**src/rtl/alu_word_packer.sv**
```systemverilog
// Packs four consecutive payload bytes into a little-endian 32-bit operand
// word and holds it (full) until the consumer pops it.
module alu_word_packer (
  input  logic        clk_i,
  input  logic        rst_i,
  input  logic        clear_i,
  input  logic        push_i,
  input  logic [7:0]  byte_i,
  input  logic        pop_i,
  output logic [31:0] word_o,
  output logic [1:0]  idx_o,
  output logic        full_o
);

  logic [31:0] word_q;
  logic [1:0]  idx_q;
  logic        full_q;

  // NOTE: sequential state uses non-blocking assignments so every flop
  // samples pre-edge values regardless of statement order.
  always_ff @(posedge clk_i) begin
    if (rst_i || clear_i) begin
      word_q <= '0;
      idx_q  <= '0;
      full_q <= 1'b0;
    end else begin
      // Shifting right puts the first byte of a group at bits [7:0].
      if (push_i && !full_q) begin
        word_q <= {byte_i, word_q[31:8]};
        idx_q  <= idx_q + 2'd1;
        if (idx_q == 2'd3) full_q <= 1'b1;
      end
      if (pop_i) full_q <= 1'b0;
    end
  end

  assign word_o = word_q;
  assign idx_o  = idx_q;
  assign full_o = full_q;

endmodule

```
**config.mk**
```make
export PLATFORM = sky130hd
export DESIGN_NAME = alu_word_packer
export DESIGN_NICKNAME = d
export VERILOG_FILES = /design/src/rtl/alu_word_packer.sv
export SDC_FILE = /design/constraint.sdc
export NUM_CORES = 1
export LEC_CHECK = 0
export ABC_AREA = 1
export BUFFER_PORTS_ARGS = -buffer_cell sky130_fd_sc_hd__buf_2
export CORE_MARGIN = 5
export CORE_UTILIZATION = 50
export CTS_BUF_LIST = sky130_fd_sc_hd__clkbuf_8
export DETAILED_ROUTE_END_ITERATION = 12
export PLACE_DENSITY = 0.85
export SLEW_MARGIN = 20
export SYNTH_ARGS = -nofsm -noshare
export SYNTH_HDL_FRONTEND = slang
export SYNTH_SLANG_ARGS = --single-unit
```
**constraint.sdc**
```tcl
create_clock -name clk_i -period 1.3 [get_ports clk_i]
set_input_delay 0.065 -clock clk_i [delete_from_list [all_inputs] [get_ports clk_i]]
set_output_delay 0.065 -clock clk_i [all_outputs]
set_load 0.01 [all_outputs]
```
# [Word-level counts from Yosys, hierarchy flattened]
# Index checks and enable logic that the tools add are counted.
[totals] reg_bits=35 inputBits=13 wordCells=10
[op_classes] addsub=1 n_eq_ne=1 n_reduce_logical=5
[ops] operator="$add A2 B1 Y2 const B" n=1
[ops] operator="$eq A2 B2 Y1 const B" n=1
[ops] operator="$reduce_and A2 Y1" n=1
[ops] operator="$reduce_or A2 Y1" n=1
[ops] operator="$logic_and A1 B1 Y1" n=1
[ops] operator="$logic_not A1 Y1" n=1
[ops] operator="$logic_or A1 B1 Y1" n=1

# [Longest topological paths before layout]
# Gate-level depths: netlist of run 1.
[logic_depth] ltp_word=3 ltp_mapped=6

# [Worst setup path before layout of run 1]
# OpenSTA, ideal clock, no wires.
[synth_path] path_kind="reg2reg" start="reg full_q (netlist: full_o)" end="reg word_q[0] (netlist: word_o[0])" setup_ns=0.114 arrival_time_ns=0.920 required_time_ns=1.186 path_slack_ns=0.266 path_stages_with_launch=5 path_buffers=1 synth_period_minus_slack_ns=1.034 path_cell_list="dfxtp_1 -> nor2_8 -> buf_4 -> nor2_1 -> nor2_2"
[synth_via] elab_chain_cells=2
[synth_lines] item="from (decl)" line="17" source="logic full_q;"
[synth_lines] item="from (signal assigned)" line="25" source="full_q <= 1'b0;"
[synth_lines] item="from (signal assigned)" line="31" source="if (idx_q == 2'd3) full_q <= 1'b1;"
[synth_lines] item="from (signal assigned)" line="33" source="if (pop_i) full_q <= 1'b0;"
[synth_lines] item="$logic_not A1 Y1" line="28" source="if (push_i && !full_q) begin"
[synth_lines] item="$logic_and A1 B1 Y1" line="28"
[synth_lines] item="to (signal assigned)" line="29" source="word_q <= {byte_i, word_q[31:8]};"
[synth_lines] item="to (decl)" line="15" source="logic [31:0] word_q;"
# Every way passes these cells.
# A chain may end at the register's enable or synchronous reset.

# [Final worst setup path of run 1]
[layout_path] start="reg full_q (netlist: full_o)" end="reg word_q[23] (netlist: word_o[23])"
# The elaborated chain is that of the path after synthesis.

==> results.toml, run 1 <==
[run_status]
status = "finished clean"

[logic_synthesis]
muxShareOfSynthArea_pct = 0
ys_warn_count = 0
synth_top_area_share_pct = 44.48
async_flop_share_pct = 0
synth_fa_ha_area_share_pct = 0.7943
yosys.area.top_type = "dfxtp_1"
synth-simple-area-share_pct = 38.84
syn-cell-area_mm2 = 0.001575
synth_commonest_cells = "63 x nor2_1, 35 x dfxtp_1, 35 x nand2_1, 34 x inv_1, 32 x nand3_1"
synth.ff_latch_count = 35
synth_cell_type_count = 15
ys_seq_area_share_pct = 44.48
syn_inst = 226
synth-xor-area-share_pct = 0
yosysMostFrequentCell = "nor2_1"
synth_edf_count = 0
synth_top_flop_cell = "dfxtp_1"
synth_area_leaders = "dfxtp_1 44%, nor2_1 15%, nand3_1 10%"
synth_fp_nets = 240
synth_compound_area_share_pct = 0.3177
syn-mean-instance-area_um2 = 6.970
synth_top_family_by_area = "simple AND/OR/NAND/NOR gates"

[grt]
track_usage_pct = 16.05
antenna_found_initial = 0
grt_overflow = 0
grt_pass1_wl_um = 5437
grt_pass1_vias = 1271
grt_start_max_net_pins = 36

[min_path]
min_to = "full_o$_SDFFE_PP0P_"
min-delay-start = "pop_i"
hold_depth = 4
hold_path.class = "input port to register"

[floorplanning]
fp-row-count = 20
die-height_um = 66.13
die_area_mm2 = 0.004373
io_pins = 48
dieWidth_um = 66.13
coreArea_mm2 = 0.003028
initial_core_util_pct = 52.02

[worst_setup_path]
critical_path_class = "register to register"
reg2reg_from = "full_o$_SDFFE_PP0P_"
crit_path_end_kind = "register"
cp-start-kind = "register"
worst-path-max-fanout = 34
timing.rr.end = "word_o[23]$_SDFFE_PP0P_"
regToRegSetupSlack_ps = 200
arrival_ps = 1310
critPathRequiredTime_ps = 1510
ff2ff_path_depth = 3

[cts]
clock_path_buffers = 2
ctsResizeCount = 0
clock-sinks = 35
cts_tree = "yes"
h-tree-depth = 2
path_clk_slew_ps = 60
hold_buffers = 0
cts_setup_buffers = 0
numCtsBuffers = 5
clk_latency_ps = 280
cts-root-buf = "clkbuf_8"

[power]
leakage_nw = 0.9872
power_density_mw_per_mm2 = 1123
fin_total_pwr_mw = 2.081
ir_drop_mv = 0.8306

[drt]
wl_um = 3179
vias = 1405
avgViaCountPerCell = 4.489
drt_iter0_markers = 36
drcViolationCount = 0
wl_per_cell_um = 10.16
drt_pre_antenna_iters = 4
ant_nets = 0

[timing]
maxSlewViolCount = 0
fin_setup_tns_ps = 0
worstMarginPinSlew_ps = 452.6
relSlewSlack_pct = 69.83
fin_worst_skew_ps = 0.7307
max_freq_mhz = 910.7
period_share_pct = 84.47
setup_viol = 0
period_needed_ps = 1098
grt_setup_unrepaired = "no"
setup_slack_ps = 201.9
finalHoldViolCount = 0
worst_hold_slack_ps = 21.54

[final_layout]
drive_above_1_share_pct = 24.91
utilization_pct = 61.20
diodes = 0
finalNetCount = 284
instances_no_fill = 313
stdcell_area_mm2 = 0.001853
syn2layout_area_growth_pct = 17.63

[placement]
place_congestion = 0.7150
dpl.hpwl_um = 2139
numPortBuffers = 47
placed_area_mm2 = 0.001780
dp_cells = 307
place_ws_ps = 216.8

[flow_run]
max_cap_viol_count = 0
-- cells by family after synthesis --
logic type | after synthesis
AND/OR/NAND/NOR | 140
AO/OA/AOI/OAI | 1
flip-flops | 35
adder cells (fa/ha/maj) | 1
buffers and inverters | 49
-- power by group --
part	leakage (nW)	internal (mW)	switching [mW]
sequential	0.286	1.11	0.0271
combinational	0.660	0.107	0.155
clock	0.0413	0.348	0.332
-- cell type report --
type	instances	area (um2)
Clock inverter	1	3.754
Tap cell	44	55.05
Fill cell	315	1175
Clock buffer	5	68.82
Inverter	36	137.6
Multi-Input combinational cell	142	629.4
Sequential cell	35	700.7
Timing Repair Buffer	50	257.7
-- per-layer routing --
layer  GRT usage [%]  wire, um
met5               0         0
met3           4.932       227
met4           8.376        61
met2           24.78      1393
met1           19.87      1496
-- worst max-delay path, cell delays in order, from the launching register on --
cell and delay [ps]:
dfxtp_1 400, nor2_8 420, nor2_1 90, nor2_1 120
-- registers in the layout, indices dropped and copies added (netlist names) --
register  count
full_o        1
idx_o         2
word_o       32
-- worst max-delay path by stage --
stage / slack [ps] / depth (start not counted) / from / end
2_1_floorplan: 270 / 4 / full_o$_SDFFE_PP0P_ / word_o[0]$_SDFFE_PP0P_
3_3_place_gp: 250 / 3 / full_o$_SDFFE_PP0P_ / word_o[0]$_SDFFE_PP0P_
3_5_place_dp: 220 / 3 / full_o$_SDFFE_PP0P_ / word_o[0]$_SDFFE_PP0P_
4_1_cts: 200 / 3 / full_o$_SDFFE_PP0P_ / word_o[0]$_SDFFE_PP0P_
5_1_grt: 50 / 3 / full_o$_SDFFE_PP0P_ / word_o[18]$_SDFFE_PP0P_
6_report: 200 / 3 / full_o$_SDFFE_PP0P_ / word_o[23]$_SDFFE_PP0P_
-- cells in the final DEF, fill, tap and decap left out --
| cell type | count |
|---|---|
| clkbuf_8 | 5 |
| nor2_8 | 1 |
| nor2_2 | 7 |
| nor2_1 | 63 |
| inv_2 | 1 |
| nand3_2 | 2 |
| buf_4 | 3 |
| a21oi_1 | 1 |
| ha_1 | 1 |
| buf_2 | 47 |
| inv_4 | 1 |
| nand2_1 | 35 |
| nand3_1 | 32 |
| inv_1 | 35 |
| dfxtp_1 | 35 |
No activity file was read; power rests on OpenSTA's default activity.
==> run 2, diff against run 1 <==
Clock period 1.3 ns to 1.1 ns, I/O delays scaled along.
==> run 2 against run 1 <==
Against the previous run: final area is 3.5% higher; fmax up 9.9%; sequential share of layout area shrank 1.2 points.
==> results.toml, run 2 (same netlist as run 1, synthesis figures left out) <==
[run_status]
status = "finished clean"

[cts]
clk_latency_ps = 280
clock_path_buffers = 2
cts-root-buf = "clkbuf_8"
cts_tree = "yes"
path_clk_slew_ps = 60
clock-sinks = 35
h-tree-depth = 2
numCtsBuffers = 5
cts_setup_buffers = 0

[grt]
grt_start_max_net_pins = 36
grt_pass1_wl_um = 5540
track_usage_pct = 16.75
antenna_found_initial = 0
grt_pass1_vias = 1272
grt_overflow = 0

[final_layout]
diodes = 0
syn2layout_area_growth_pct = 21.76
final_common_cell = "nor2_1"
n_fill_cell = 303
largest_reg_flops = 32
drive_above_1_share_pct = 26.01
finalNetCount = 286
final_cell_mix = "63 x nor2_1, 47 x buf_2, 35 x inv_1, 35 x nand2_1, 34 x dfxtp_1"

[worst_setup_path]
cp-startpoint = "full_o$_SDFFE_PP0P_"
timing.rr.end = "word_o[23]$_SDFFE_PP0P_"
ff2ff_path_depth = 3
crit_chain = "nor2_4 -> nor2_1 -> nor2_1"
critical_path_class = "register to register"
cp_num_buf_inv = 0
critPathRequiredTime_ps = 1320
arrival_ps = 1220
cp_common_cell = "nor2_1"
worstSetupEndpoint = "word_o[23]$_SDFFE_PP0P_"
critPathTopFamily = "simple AND/OR/NAND/NOR gates"
regToRegSetupSlack_ps = 100
crit_path_end_kind = "register"
path_depth = 3
reg2reg_from = "full_o$_SDFFE_PP0P_"
worst-path-max-fanout = 17
cp-start-kind = "register"
cp_slowest_stage_delay_ps = 390
critPathSlowestCell = "dfxtp_2"

[placement]
dpl.hpwl_um = 2148
place_congestion = 0.7115
numPortBuffers = 47

[floorplanning]
die_area_mm2 = 0.004373
io_pins = 48
initial_core_util_pct = 52.02
fp-row-count = 20
dieWidth_um = 66.13
die-height_um = 66.13
coreArea_mm2 = 0.003028

[drt]
wl_um = 3301
drt_iter0_markers = 43
wl_per_cell_um = 10.41
vias = 1415
avgViaCountPerCell = 4.464
drcViolationCount = 0
ant_nets = 0
drt_pre_antenna_iters = 4

[timing]
maxSlewViolCount = 0
period_needed_ps = 998.9
relSlewSlack_pct = 72.97
period_share_pct = 90.81
worstMarginPinSlew_ps = 404.5
setup_viol = 0
fin_worst_skew_ps = 4.099
fin_setup_tns_ps = 0
grt_setup_unrepaired = "no"
finalHoldViolCount = 0
max_freq_mhz = 1001

[power]
power_density_mw_per_mm2 = 1384
ir_drop_mv = 0.6560
fin_total_pwr_mw = 2.654
leakage_nw = 1.014

[flow_run]
max_cap_viol_count = 0

[min_path]
hold_path.class = "input port to register"
[run 2: cell count changes in the layout (fill, tap and decap cells not counted), sizes merged]
cell         delta
nor2            +1
dlygate4sd3     +1
clkbuf          +2
[run 2: report_power, final]
group          switching, mW  total, mW  internal (mW)
logic                  0.187      0.323          0.135
registers             0.0314       1.35           1.31
clock network          0.425      0.986          0.561
[run 2: what timing repair did]
action                     CTS  global route
setup endpoints to repair    1            35
hold endpoints to repair     1             0
pin swaps                    1             2
hold buffers                 1             0
resized for setup            0             2
cloned                       0             1
[run 2: through the flow]
step / std cells / hold slack [ps] / worst slack (ps) / utilization, % / area, um2
final: 317 / 76.09 / 101.1 / 63.35 / 1918
after global routing: 317 / 88.75 / 25.30 / 63.35 / 1918
after CTS: 316 / 70.82 / 18.63 / 62.85 / 1903
after detailed placement: 307 / 305.5 / 13.95 / 59.21 / 1793
after global placement: 307 / 301.2 / 48.59 / 59.21 / 1793
after floorplan: 226 / 204.3 / 65.58 / - / 1575
[run 2: layout make-up]
| cell class | instances | area, um2 | area share (%) |
|---|---|---|---|
| clock buffers | 7 | 96.34 | 5.023 |
| repair buffers | 51 | 280.3 | 14.61 |
| multi-input cells | 143 | 640.6 | 33.40 |
| inverters | 36 | 140.1 | 7.306 |
| flip-flops and latches | 35 | 701.9 | 36.59 |
| clock inverters | 1 | 3.754 | 0.1957 |
| well taps | 44 | 55.05 | 2.870 |
[run 2: how the worst min path moves through the flow]
stage / from / to / slack, ps / depth (start not counted)
after floorplan: pop_i / full_o$_SDFFE_PP0P_ / 200 / 3
after global placement: pop_i / full_o$_SDFFE_PP0P_ / 300 / 4
after detailed placement: pop_i / full_o$_SDFFE_PP0P_ / 310 / 4
after CTS: byte_i[7] / word_o[31]$_SDFFE_PP0P_ / 70 / 5
after global routing: byte_i[7] / word_o[31]$_SDFFE_PP0P_ / 90 / 5
final: byte_i[7] / word_o[31]$_SDFFE_PP0P_ / 80 / 5
[run 2: worst register-to-register path: stages (launching register included)]
cell     delay (ps)
dfxtp_2         390
nor2_4          350
nor2_1           80
nor2_1          120
[run 2: per-layer routing]
| metal | vias up | track usage, % | routed length, um | share of wire, % |
|---|---|---|---|---|
| li1 | 759 | - | - | - |
| met1 | 603 | 20.25 | 1488 | 45 |
| met2 | 46 | 24.91 | 1443 | 44 |
| met3 | 7 | 6.463 | 286 | 8.7 |
| met4 | 0 | 9.898 | 82 | 2.5 |
| met5 | - | 0 | 0 | 0 |
==> run 3, diff against run 2 <==
Settings changed: CORE_MARGIN 5 to 2, REMOVE_ABC_BUFFERS set to 1.
==> run 3 against run 2 <==
Against the previous run: hold slack gained 5.1 ps; global-route usage is 3.9 points higher; first-iteration DRC count is 30% higher; count of clock-buffer cells in the layout is 1 lower; sequential share of layout area down 0.84 points; critical path type is now register to primary output; largest power group unchanged; fmax down 1.2%; clock skew rose by 1.4 ps.
==> results.toml, run 3 (same netlist as run 1, synthesis figures left out) <==
[run_status]
status = "finished clean"

[cts]
numCtsBuffers = 5
clock_path_buffers = 2
cts_tree = "yes"
clk_latency_ps = 290
clock-sinks = 35
cts-root-buf = "clkbuf_8"
h-tree-depth = 2
path_clk_slew_ps = 70

[placement]
place_congestion = 0.7704
dpl.hpwl_um = 1906
numPortBuffers = 47

[floorplanning]
fp-row-count = 20
die_area_mm2 = 0.003616
dieWidth_um = 60.13
coreArea_mm2 = 0.003028
initial_core_util_pct = 52.02
die-height_um = 60.13
io_pins = 48

[drt]
wl_um = 3273
vias = 1427
drt_pre_antenna_iters = 4
drt_iter0_markers = 56
drcViolationCount = 0
avgViaCountPerCell = 4.473
wl_per_cell_um = 10.26
ant_nets = 0

[worst_setup_path]
critPathSlowestCell = "dfxtp_2"
critPathTopFamily = "flip-flops"
regToRegSetupSlack_ps = 120
crit_chain = "buf_2"
cp_slowest_stage_delay_ps = 480
cp_num_buf_inv = 1
cp-start-kind = "register"
arrival_ps = 960
critical_path_class = "register to primary output"
worst-path-max-fanout = 5
critPathRequiredTime_ps = 1040
crit_path_end_kind = "primary output"

[grt]
grt_start_max_net_pins = 36
track_usage_pct = 20.70
antenna_found_initial = 0
grt_overflow = 0
grt_pass1_vias = 1330
grt_pass1_wl_um = 5554

[min_path]
hold_path.class = "input port to register"

[final_layout]
utilization_pct = 64.83
final_common_cell = "nor2_1"
drive_above_1_share_pct = 26.91
regArea_um2 = 701.9
final_cell_mix = "63 x nor2_1, 47 x buf_2, 35 x nand2_1, 34 x inv_1, 34 x dfxtp_1"
multi_input_area_um2 = 640.6
finalNetCount = 288
largest_reg_flops = 32
syn2layout_area_growth_pct = 24.62
diodes = 0
n_fill_cell = 270

[timing]
finalHoldViolCount = 0
period_share_pct = 91.89
worstMarginPinSlew_ps = 257.8
maxSlewViolCount = 0
max_freq_mhz = 989.4
grt_setup_unrepaired = "no"
period_needed_ps = 1011
setup_viol = 0
relSlewSlack_pct = 82.81
fin_worst_skew_ps = 5.525

[flow_run]
max_cap_viol_count = 0

[power]
power_density_mw_per_mm2 = 1463
ir_drop_mv = 1.019
leakage_nw = 1.034
fin_total_pwr_mw = 2.871
run 3: changes by cell type in the layout (fill, tap and decap cells not counted), sizes merged:
cell	delta
buf	+2
bufinv	+1
clkbuf	-1
clkinv	+1
inv	-1
run 3: path summary, 6_finish.rpt:
kind,depth (start not counted),endpoint,start
worst max-delay path,1,full_o,full_o$_SDFFE_PP0P_
worst min-delay path,5,word_o[30]$_SDFFE_PP0P_,byte_i[6]
worst max register to register,4,word_o[28]$_SDFFE_PP0P_,full_o$_SDFFE_PP0P_
worst min register to register,2,word_o[7]$_SDFFE_PP0P_,word_o[7]$_SDFFE_PP0P_
run 3: timing repair:
item | CTS | global route
endpoints found under the setup margin | 2 | 11
pin swaps | 1 | 1
hold buffers | 1 | 0
gates resized for setup | 1 | 1
hold endpoints to repair | 1 | 0
buffers inserted | 0 | 2
gates cloned | 1 | 0
run 3: metrics by stage:
step                      setup WS (ps)  cells  TNS (ps)  cell area [um2]  hold WS [ps]
after floorplan                   64.93    213         0             1468         195.6
after global placement            40.52    307         0             1793         303.0
after detailed placement         -8.374    307    -8.374             1793         309.8
after CTS                         49.24    317         0             1933         78.03
after global routing              21.71    319         0             1963         103.4
final                             89.26    319         0             1963         81.20
run 3: final cells by class:
type	count	share of cell area [%]
sequential	35	35.76
timing repair buffer	53	15.68
multi-input combinational	143	32.63
clock buffer	6	4.207
clock inverter	2	1.785
tap	44	2.804
inverter	36	7.138
run 3: power breakdown:
part	internal, mW	total (mW)	leakage (nW)	switching (mW)
clock	0.733	1.19	0.0612	0.456
combinational	0.146	0.339	0.686	0.194
sequential	1.31	1.34	0.286	0.0295
run 3: routing by layer:
metal | GRT usage, % | vias up | wire (um)
li1 | - | 769 | -
met1 | 22.69 | 612 | 1392
met2 | 36.02 | 40 | 1639
met3 | 6.710 | 6 | 180
met4 | 9.206 | 0 | 60
met5 | 0 | - | 0
